$ cat src/rtl/ar_txd_fifo.sv
// rtl/ar_txd_fifo.sv - ARINC-429-style bipolar RZ transmitter with word FIFO
module ar_txd_fifo #(
    parameter int CLK_HZ   = 50000000,
    parameter int DEPTH    = 8,
    parameter int GAP_BITS = 4,
    parameter int PAR_ODD  = 1
) (
    input  logic                     clk,
    input  logic                     rst,
    input  logic [1:0]               Nvel,
    input  logic                     wr_en,
    input  logic [7:0]               ADR,
    input  logic [22:0]              DAT,
    input  logic                     par_err,
    output logic                     TXD1,
    output logic                     TXD0,
    output logic                     SLP,
    output logic                     ce_tact,
    output logic [5:0]               cb_bit,
    output logic                     busy,
    output logic                     word_done,
    output logic                     full,
    output logic                     empty,
    output logic [$clog2(DEPTH):0]   level,
    output logic                     ovf
);

    localparam int AW = $clog2(DEPTH);
    localparam int LW = AW + 1;

    localparam int HB_R0 = (CLK_HZ / 25000   < 1) ? 1 : CLK_HZ / 25000;
    localparam int HB_R1 = (CLK_HZ / 100000  < 1) ? 1 : CLK_HZ / 100000;
    localparam int HB_R2 = (CLK_HZ / 200000  < 1) ? 1 : CLK_HZ / 200000;
    localparam int HB_R3 = (CLK_HZ / 2000000 < 1) ? 1 : CLK_HZ / 2000000;
    localparam int CW    = $clog2(HB_R0 + 1);

    localparam int GW         = 5;
    localparam int GAP_HALVES = 2 * GAP_BITS;

    typedef enum logic [1:0] {IDLE, SEND, GAP} state_t;

    logic [31:0]   mem [DEPTH];
    logic [AW-1:0] wr_ptr;
    logic [AW-1:0] rd_ptr;
    logic [31:0]   wr_frame;
    logic [31:0]   rd_frame;
    logic          push;
    logic          pop;

    state_t        state;
    logic [31:0]   sh;
    logic [CW-1:0] hb;
    logic [CW-1:0] hb_load;
    logic [CW-1:0] hcnt;
    logic          half;
    logic [4:0]    bitn;
    logic [GW-1:0] gcnt;
    logic          hb_end;
    logic          gap_end;

    // Frame is stored in line order: bit 31 goes out first, parity last.
    always_comb begin
        wr_frame[31:24] = ADR;
        for (int i = 0; i < 23; i++) begin
            wr_frame[23-i] = DAT[i];
        end
        wr_frame[0] = ^{ADR, DAT} ^ (PAR_ODD != 0) ^ par_err;
    end

    always_comb begin
        hb_load = CW'(HB_R0);
        case (Nvel)
            2'b00:   hb_load = CW'(HB_R0);
            2'b01:   hb_load = CW'(HB_R1);
            2'b10:   hb_load = CW'(HB_R2);
            default: hb_load = CW'(HB_R3);
        endcase
    end

    assign full     = (level == LW'(DEPTH));
    assign empty    = (level == '0);
    assign rd_frame = mem[rd_ptr];
    assign hb_end   = (hcnt == hb - CW'(1));
    assign gap_end  = (state == GAP) && hb_end && (gcnt == GW'(GAP_HALVES - 1));
    assign pop      = !empty && ((state == IDLE) || gap_end);
    assign push     = wr_en && (!full || pop);

    always_ff @(posedge clk) begin
        if (rst) begin
            wr_ptr <= '0;
            rd_ptr <= '0;
            level  <= '0;
            ovf    <= 1'b0;
        end else begin
            ovf <= wr_en && !push;
            if (push) begin
                mem[wr_ptr] <= wr_frame;
                wr_ptr      <= wr_ptr + AW'(1);
            end
            if (pop) begin
                rd_ptr <= rd_ptr + AW'(1);
            end
            if (push && !pop) begin
                level <= level + LW'(1);
            end else if (pop && !push) begin
                level <= level - LW'(1);
            end
        end
    end

    // A pop always wins: it covers both the idle start and the gap-end reload,
    // so consecutive words keep an exact period with no extra clock.
    always_ff @(posedge clk) begin
        if (rst) begin
            state     <= IDLE;
            sh        <= '0;
            hb        <= CW'(1);
            hcnt      <= '0;
            half      <= 1'b0;
            bitn      <= '0;
            gcnt      <= '0;
            TXD1      <= 1'b0;
            TXD0      <= 1'b0;
            SLP       <= 1'b0;
            ce_tact   <= 1'b0;
            cb_bit    <= '0;
            busy      <= 1'b0;
            word_done <= 1'b0;
        end else begin
            word_done <= gap_end;
            if (pop) begin
                state   <= SEND;
                sh      <= rd_frame;
                hb      <= hb_load;
                hcnt    <= '0;
                half    <= 1'b0;
                bitn    <= '0;
                TXD1    <= rd_frame[31];
                TXD0    <= !rd_frame[31];
                SLP     <= (Nvel == 2'b00);
                ce_tact <= (hb_load == CW'(1));
                cb_bit  <= '0;
                busy    <= 1'b1;
            end else begin
                case (state)
                    IDLE: begin
                        TXD1    <= 1'b0;
                        TXD0    <= 1'b0;
                        ce_tact <= 1'b0;
                        cb_bit  <= '0;
                        busy    <= 1'b0;
                    end
                    SEND: begin
                        if (!hb_end) begin
                            hcnt    <= hcnt + CW'(1);
                            ce_tact <= ((hcnt + CW'(1)) == (hb - CW'(1)));
                        end else begin
                            hcnt    <= '0;
                            ce_tact <= (hb == CW'(1));
                            if (!half) begin
                                half <= 1'b1;
                                TXD1 <= 1'b0;
                                TXD0 <= 1'b0;
                            end else begin
                                half <= 1'b0;
                                if (bitn == 5'd31) begin
                                    state  <= GAP;
                                    gcnt   <= '0;
                                    cb_bit <= '0;
                                end else begin
                                    bitn   <= bitn + 5'd1;
                                    cb_bit <= {1'b0, bitn + 5'd1};
                                    sh     <= {sh[30:0], 1'b0};
                                    TXD1   <= sh[30];
                                    TXD0   <= !sh[30];
                                end
                            end
                        end
                    end
                    GAP: begin
                        if (!hb_end) begin
                            hcnt    <= hcnt + CW'(1);
                            ce_tact <= ((hcnt + CW'(1)) == (hb - CW'(1)));
                        end else if (gap_end) begin
                            state   <= IDLE;
                            hcnt    <= '0;
                            ce_tact <= 1'b0;
                            busy    <= 1'b0;
                        end else begin
                            hcnt    <= '0;
                            gcnt    <= gcnt + GW'(1);
                            ce_tact <= (hb == CW'(1));
                        end
                    end
                    default: state <= IDLE;
                endcase
            end
        end
    end

endmodule

$ cat config.mk
export PLATFORM = sky130hd
export DESIGN_NAME = ar_txd_fifo
export DESIGN_NICKNAME = d
export VERILOG_FILES = /design/src/rtl/ar_txd_fifo.sv
export SDC_FILE = /design/constraint.sdc
export NUM_CORES = 1
export LEC_CHECK = 0
export CAP_MARGIN = 40
export CORE_MARGIN = 2
export CORE_UTILIZATION = 65
export CTS_CLUSTER_DIAMETER = 80
export DETAILED_ROUTE_END_ITERATION = 8
export PLACE_DENSITY = 0.88
export SLEW_MARGIN = 20
export SYNTH_ARGS = -nofsm -noshare
export SYNTH_HDL_FRONTEND = slang
export SYNTH_SLANG_ARGS = --single-unit
export TNS_END_PERCENT = 50
$ cat constraint.sdc
create_clock -name clk -period 11.64 [get_ports clk]
set_input_delay 1.164 -clock clk [delete_from_list [all_inputs] [get_ports clk]]
set_output_delay 1.164 -clock clk [all_outputs]
set_load 0.005 [all_outputs]
==> results of run 1 <==
==> state kept, by name, summed over array words and instances, names as in the netlist, named ones only <==
name / cells
ce_tact: 1
gcnt: 5
SLP: 1
TXD1: 1
sh: 31
bitn: 5
state: 2
TXD0: 1
word_done: 1
level: 4
half: 1
ovf: 1
rd_ptr: 3
hb: 8
cb_bit: 5
wr_ptr: 3
busy: 1
mem: 256
hcnt: 11
==> layout make-up <==
class	count	area, um^2	share of cell area [%]
sequential	344	9460	56.7
multi-input combinational	552	4970	29.8
clock buffer	46	948	5.68
timing repair buffer	72	767	4.60
tap	285	357	2.14
clock inverter	16	110	0.660
inverter	21	78.8	0.472
==> critical path, stage by stage, from the launching register on <==
cell and delay [ns]:
dfxtp_1 0.41, inv_1 0.08, ha_1 0.27, nor3b_1 0.17, xnor2_1 0.17, nor3_1 0.38, and4_4 0.47, a31o_1 0.75
inv_2 0.10, ha_1 0.26, inv_1 0.11, ha_1 0.25, a21o_1 0.17, a21oi_1 0.17, xnor2_1 0.11, or3_1 0.32
a21oi_1 0.17
==> layout by cell type (no fill, tap or decap), drive strengths merged, types with 3 or more instances in the layout <==
cell type and n:
a211oi 61, a21oi 40, a311oi 4, a41oi 3, and3 6, buf 19, clkbuf 46, clkdlybuf4s50 53
clkinv 15, dfxtp 88, edfxtp 256, ha 18, inv 21, mux2i 40, mux4 64, nand2 43
nand2b 6, nand3 20, nand3b 6, nand4 9, nor2 41, nor2b 30, nor3 16, nor3b 3
nor4 5, nor4b 3, o211ai 5, o21a 4, o21ai 13, or3 12, xnor2 43, xnor3 3
xor2 17
==> logic make-up after synthesis <==
| kind of cell | after synthesis | synth area share (%) |
|---|---|---|
| compound gates | 153 | 7.26 |
| xor+xnor | 63 | 4.03 |
| fa+ha+maj | 19 | 1.67 |
| buf+inv | 79 | 2.34 |
| flops | 344 | 64.3 |
| mux | 106 | 12.7 |
| other cells | 1 | 0.0255 |
| simple gates | 210 | 7.73 |
==> final timing paths <==
path,from,end,slack (ns),cells after the start
worst max-delay path,hb[0]$_SDFFE_PP1P_,level[3]$_SDFFE_PP0P_,7.19,16
worst min-delay path,cb_bit[1]$_SDFFE_PP0P_,cb_bit[1]$_SDFFE_PP0P_,0.47,2
worst max register to register,hb[0]$_SDFFE_PP1P_,level[3]$_SDFFE_PP0P_,7.19,16
worst min register to register,cb_bit[1]$_SDFFE_PP0P_,cb_bit[1]$_SDFFE_PP0P_,0.47,2
==> routing by layer <==
layer | wire length [um] | up-vias
met5 | 0 | -
met4 | 1380 | 0
met3 | 2420 | 120
met2 | 16400 | 461
met1 | 12400 | 4451
li1 | - | 3880
==> per-stage QoR <==
| step | cell area (um^2) | total power [mW] | util [%] | hold WS, ns | setup slack, ns |
|---|---|---|---|---|---|
| global route | 16700 | 3.81 | 74.4 | 0.496 | 6.93 |
| CTS | 16700 | 3.67 | 74.4 | 0.472 | 7.29 |
| global placement | 15500 | 2.54 | 69.0 | 0.453 | 7.54 |
| detailed placement | 15600 | 2.59 | 69.7 | 0.466 | 7.43 |
| finish | 16700 | 3.67 | 74.4 | 0.468 | 7.19 |
| floorplan | 14700 | 2.32 | - | 0.443 | 6.10 |
==> power by group through the flow <==
stage	combinational, mW	sequential [mW]	clock, mW
after floorplan	0.823	1.50	0
after global placement	0.999	1.54	0
final	1.09	1.52	1.06
after detailed placement	1.04	1.54	0
after CTS	1.08	1.52	1.06
after global routing	1.17	1.53	1.11
==> flow_summary.json, run 1 <==
{
  "use_met2_pct": 47.2,
  "grt_overflow": 0,
  "gr-usage-all-layers_pct": 27.7,
  "first_iter_violations": 883,
  "grt_max_degree": 76,
  "numCtsBuffers": 35,
  "crit_fanout": 21,
  "synthTopCellsByCount": "edfxtp_1, dfxtp_1, mux4_2, a211oi_1",
  "crit_type": "flop to flop",
  "grt_first_pass_wirelength_mm": 50.7,
  "cts_buffer_depth": 3,
  "yosysSeqAreaShare_pct": 64.3,
  "arrival_ns": 4.88,
  "nets": 1082,
  "synth-async-reset-ratio_pct": 0,
  "ir_drop_v": 0.000151,
  "fin_cells": 1336,
  "ioPinCount": 56,
  "p_switching_mw": 1.19,
  "ant_nets": 0,
  "fin_crit_ns": 4.45,
  "clk_pin_slew_worst_paths_ns": 0.06,
  "grt_use_met1_pct": 35.7,
  "yosys_warnings": 0,
  "ys_ff_latch": 344,
  "combPwrFrac_pct": 29.8,
  "htree_levels": 2,
  "seqPwrFrac_pct": 41.5,
  "n_fill_cell": 1252,
  "synth_top_cell_by_area": "edfxtp_1",
  "cts_resized": 0,
  "syn_area_per_cell_um2": 15.1,
  "fin_crit_sh_pct": 38.2,
  "antenna_cells": 0,
  "p_int_mw": 2.49,
  "placementRows": 55,
  "dp_cells": 1274,
  "synth.distinct_cells": 74,
  "avgRoutedWirePerCell_um": 24.4,
  "core_area_um2": 22400,
  "finalSetupTns_ns": 0,
  "worstSetupEndpointType": "flop",
  "startpoint_type": "flop",
  "relSlewSlack_pct": 41.9,
  "cts_setup_buffers": 0,
  "clkPwrFrac_pct": 28.8,
  "synth_ff_type": "edfxtp_1",
  "clock_latency_ns": 0.53,
  "via_count": 8912,
  "numPortBuffers": 54,
  "maxCapViolations": 0,
  "via_per_inst": 6.67,
  "grtUsageMet3_pct": 4.37,
  "slew_viol_final": 0,
  "routed_wl_mm": 32.6,
  "crit_required_ns": 12.07,
  "worst_pin_slew_ns": 0.871,
  "hpwl_mm": 18.5,
  "switching_share_pct": 32.3,
  "synth_edf_count": 256,
  "die_width_um": 154,
  "syn2layout_area_growth_pct": 13.5,
  "rsz0062_at_grt": "no",
  "drive_gt1_share_pct": 14.6,
  "drtPass1Iterations": 6,
  "finalHoldViolCount": 0,
  "netlist_top_cells_area": "edfxtp_1, dfxtp_1, mux4_2",
  "syn-num-nets": 1031,
  "start_util_pct": 65.5,
  "status": "finished, final reports clean",
  "clock_sinks": 344,
  "setup_viol": 0,
  "die_area_um2": 23800,
  "ctsHoldBuffers": 0,
  "synth_most_common_cell": "edfxtp_1",
  "cts_tree": "done",
  "syn-instance-count": 975,
  "finalClockSkew_ns": 0.0312,
  "die-height_um": 154,
  "grt-busiest-layer": "met2",
  "post-route-drc-count": 0,
  "clock-root-buffer": "clkbuf_16",
  "p_per_area_nw_per_um2": 220,
  "p_leak_nw": 5.54,
  "grt_pass1_vias": 9036,
  "fmax_ghz": 0.225,
  "synth_area_um2": 14700,
  "gp_congestion": 0.822,
  "antenna_found_initial": 0,
  "min_path_type": "flop to flop",
  "synth_top_cell_area_share_pct": 52.3
}
No activity file was read; power rests on OpenSTA's default activity.
==> run 2: changes to the inputs <==
--- a/config.mk
+++ b/config.mk
@@ -7,10 +7,10 @@
 export LEC_CHECK = 0
 export CAP_MARGIN = 40
 export CORE_MARGIN = 2
-export CORE_UTILIZATION = 65
+export CORE_UTILIZATION = 55
 export CTS_CLUSTER_DIAMETER = 80
 export DETAILED_ROUTE_END_ITERATION = 8
-export PLACE_DENSITY = 0.88
+export PLACE_DENSITY = 0.8
 export SLEW_MARGIN = 20
 export SYNTH_ARGS = -nofsm -noshare
 export SYNTH_HDL_FRONTEND = slang
==> constraint.sdc (replaced) <==
create_clock -name clk -period 3.88 [get_ports clk]
set_input_delay 0.388 -clock clk [delete_from_list [all_inputs] [get_ports clk]]
set_output_delay 0.388 -clock clk [all_outputs]
set_load 0.005 [all_outputs]
==> flow_summary.json, run 2 (synthesized netlist as in run 1, its figures left out) <==
{
  "max_stage_delay_ns": 0.60,
  "multi_input_area_um2": 5000,
  "clk_pin_slew_worst_paths_ns": 0.06,
  "first_iter_violations": 864,
  "via_count": 8536,
  "via_per_inst": 6.09,
  "clkPwrFrac_pct": 29.7,
  "gr-usage-all-layers_pct": 21.5,
  "hold_path.startpoint": "rst",
  "fin_crit_sh_pct": 92.5,
  "fin_crit_ns": 3.59,
  "drtPass1Iterations": 7,
  "crit_chain": "or4_4 > nor2_4 > mux2_1 > and4_4 > a41oi_2 > inv_1 > ha_1 > inv_1 > ha_1 > a21o_1 > a21oi_1 > xnor2_1 > or3_1 > a21oi_1",
  "finish.instance_area_um2": 17000,
  "dp_cells": 1336,
  "numCtsBuffers": 35,
  "die_width_um": 168,
  "die-height_um": 168,
  "top_regs": "mem: 256 flops, sh: 31 flops, hcnt: 11 flops",
  "reg2regPathDepth": 14,
  "crit_required_ns": 4.32,
  "r2r-start": "hb[2]$_SDFFE_PP0P_",
  "switching_share_pct": 30.8,
  "rsz0062_at_grt": "no",
  "critical-path-top-delay-family": "simple AND/OR/NAND/NOR gates",
  "ant_nets": 0,
  "p_per_area_nw_per_um2": 654,
  "final_cell_mix": "edfxtp_1, dfxtp_1, mux4_2",
  "dpl-instance-area_um2": 15800,
  "pre_cts_slack_ns": 0.257,
  "die_area_um2": 28100,
  "p_leak_nw": 5.65,
  "cts_buffer_depth": 3,
  "finalSetupTns_ns": 0,
  "antenna_found_initial": 0,
  "hpwl_mm": 17.8,
  "p_switching_mw": 3.42,
  "cts_setup_buffers": 0,
  "placementRows": 59,
  "clock_latency_ns": 0.52,
  "grt_overflow": 0,
  "finalHoldWorstSlack_ns": 0.385,
  "post-route-drc-count": 4,
  "totalPowerFinal_mw": 11.1,
  "layout_commonest_cell": "edfxtp_1",
  "largest-register": "mem",
  "path_depth": 14,
  "combPwrFrac_pct": 29.2,
  "antenna_cells": 0,
  "relSlewSlack_pct": 46.8,
  "seqPwrFrac_pct": 41.1,
  "n_fill_cell": 1844,
  "gp_congestion": 0.900,
  "reg2reg_slack_ns": 0.29,
  "numPortBuffers": 54,
  "final.setup.worst_slack_ns": 0.291,
  "crit_fanout": 7,
  "clock-root-buffer": "clkbuf_16",
  "cts_resized": 0,
  "maxCapViolations": 0,
  "slew_viol_final": 0,
  "fmax_ghz": 0.279,
  "crit_start": "hb[2]$_SDFFE_PP0P_",
  "routed_wl_mm": 29.6,
  "r2r_end": "level[3]$_SDFFE_PP0P_",
  "largest_register_ffs": 256,
  "fin_cells": 1401,
  "status": "complete, but fails checks",
  "crit_slowest_cell": "or4_4",
  "hold-path-endpoint": "hb[0]$_SDFFE_PP1P_",
  "drive_gt1_share_pct": 16.4,
  "start_util_pct": 56.3,
  "min_path_cells": 3,
  "path_buf_inv": 2,
  "worstSetupEndpointType": "flop",
  "clock_sinks": 344,
  "p_int_mw": 7.68,
  "grt_max_degree": 76,
  "setup_viol": 0,
  "ir_drop_v": 0.000566,
  "finalHoldViolCount": 0,
  "ioPinCount": 56,
  "htree_levels": 2,
  "core_area_um2": 26100,
  "violations": "DRC",
  "worst_pin_slew_ns": 0.798,
  "seqCellArea_um2": 9460,
  "syn2layout_area_growth_pct": 15.4,
  "startpoint_type": "flop",
  "nets": 1095,
  "min_path_type": "input port to flop",
  "finalClockSkew_ns": 0.0144,
  "post-route-util_pct": 64.9,
  "grt_first_pass_wirelength_mm": 47.1,
  "cts_tree": "done",
  "grt_pass1_vias": 8532,
  "ctsHoldBuffers": 0,
  "avgRoutedWirePerCell_um": 21.1,
  "crit_type": "flop to flop",
  "arrival_ns": 4.03
}
==> run 2: cell count changes in the layout (fill, tap and decap cells not counted), sizes merged <==
cell,delta
clkbuf,+9
clkinv,-8
clkinvlp,+1
buf,+13
==> run 2: final cells by class <==
type                    instances  area share, %
well taps                     335           2.47
clock inverters                 9          0.509
multi-input cells             552           29.5
inverters                      21          0.464
repair buffers                 85           5.18
clock buffers                  55           6.20
flip-flops and latches        344           55.7
==> run 2: how the worst max path moves through the flow <==
stage                             to  slack, ns
6_report       level[3]$_SDFFE_PP0P_       0.29
4_1_cts        level[3]$_SDFFE_PP0P_       0.24
5_1_grt        level[3]$_SDFFE_PP0P_        0.1
3_3_place_gp   level[3]$_SDFFE_PP0P_       0.32
2_1_floorplan    mem[1][0]$_DFFE_PP_      -0.29
3_5_place_dp   level[3]$_SDFFE_PP0P_       0.26
==> run 2: worst min-delay path, stage by stage <==
cell,delay (ns)
buf_2,0.12
clkinv_1,0.20
o211ai_1,0.13
==> run 2: layer usage <==
layer / GRT usage, % / vias to the layer above / routed length (um)
li1: - / 3922 / -
met1: 30.1 / 4299 / 12700
met2: 35.5 / 265 / 14600
met3: 3.14 / 50 / 1720
met4: 6.35 / 0 / 590
met5: 0 / - / 0
==> run 2: power groups by stage <==
stage,sequential (mW),clock (mW),combinational (mW)
6_report,4.56,3.30,3.25
5_1_grt,4.60,3.49,3.53
4_1_cts,4.56,3.34,3.19
3_5_place_dp,4.63,0,3.16
3_3_place_gp,4.61,0,3.09
2_1_floorplan,4.49,0,2.47
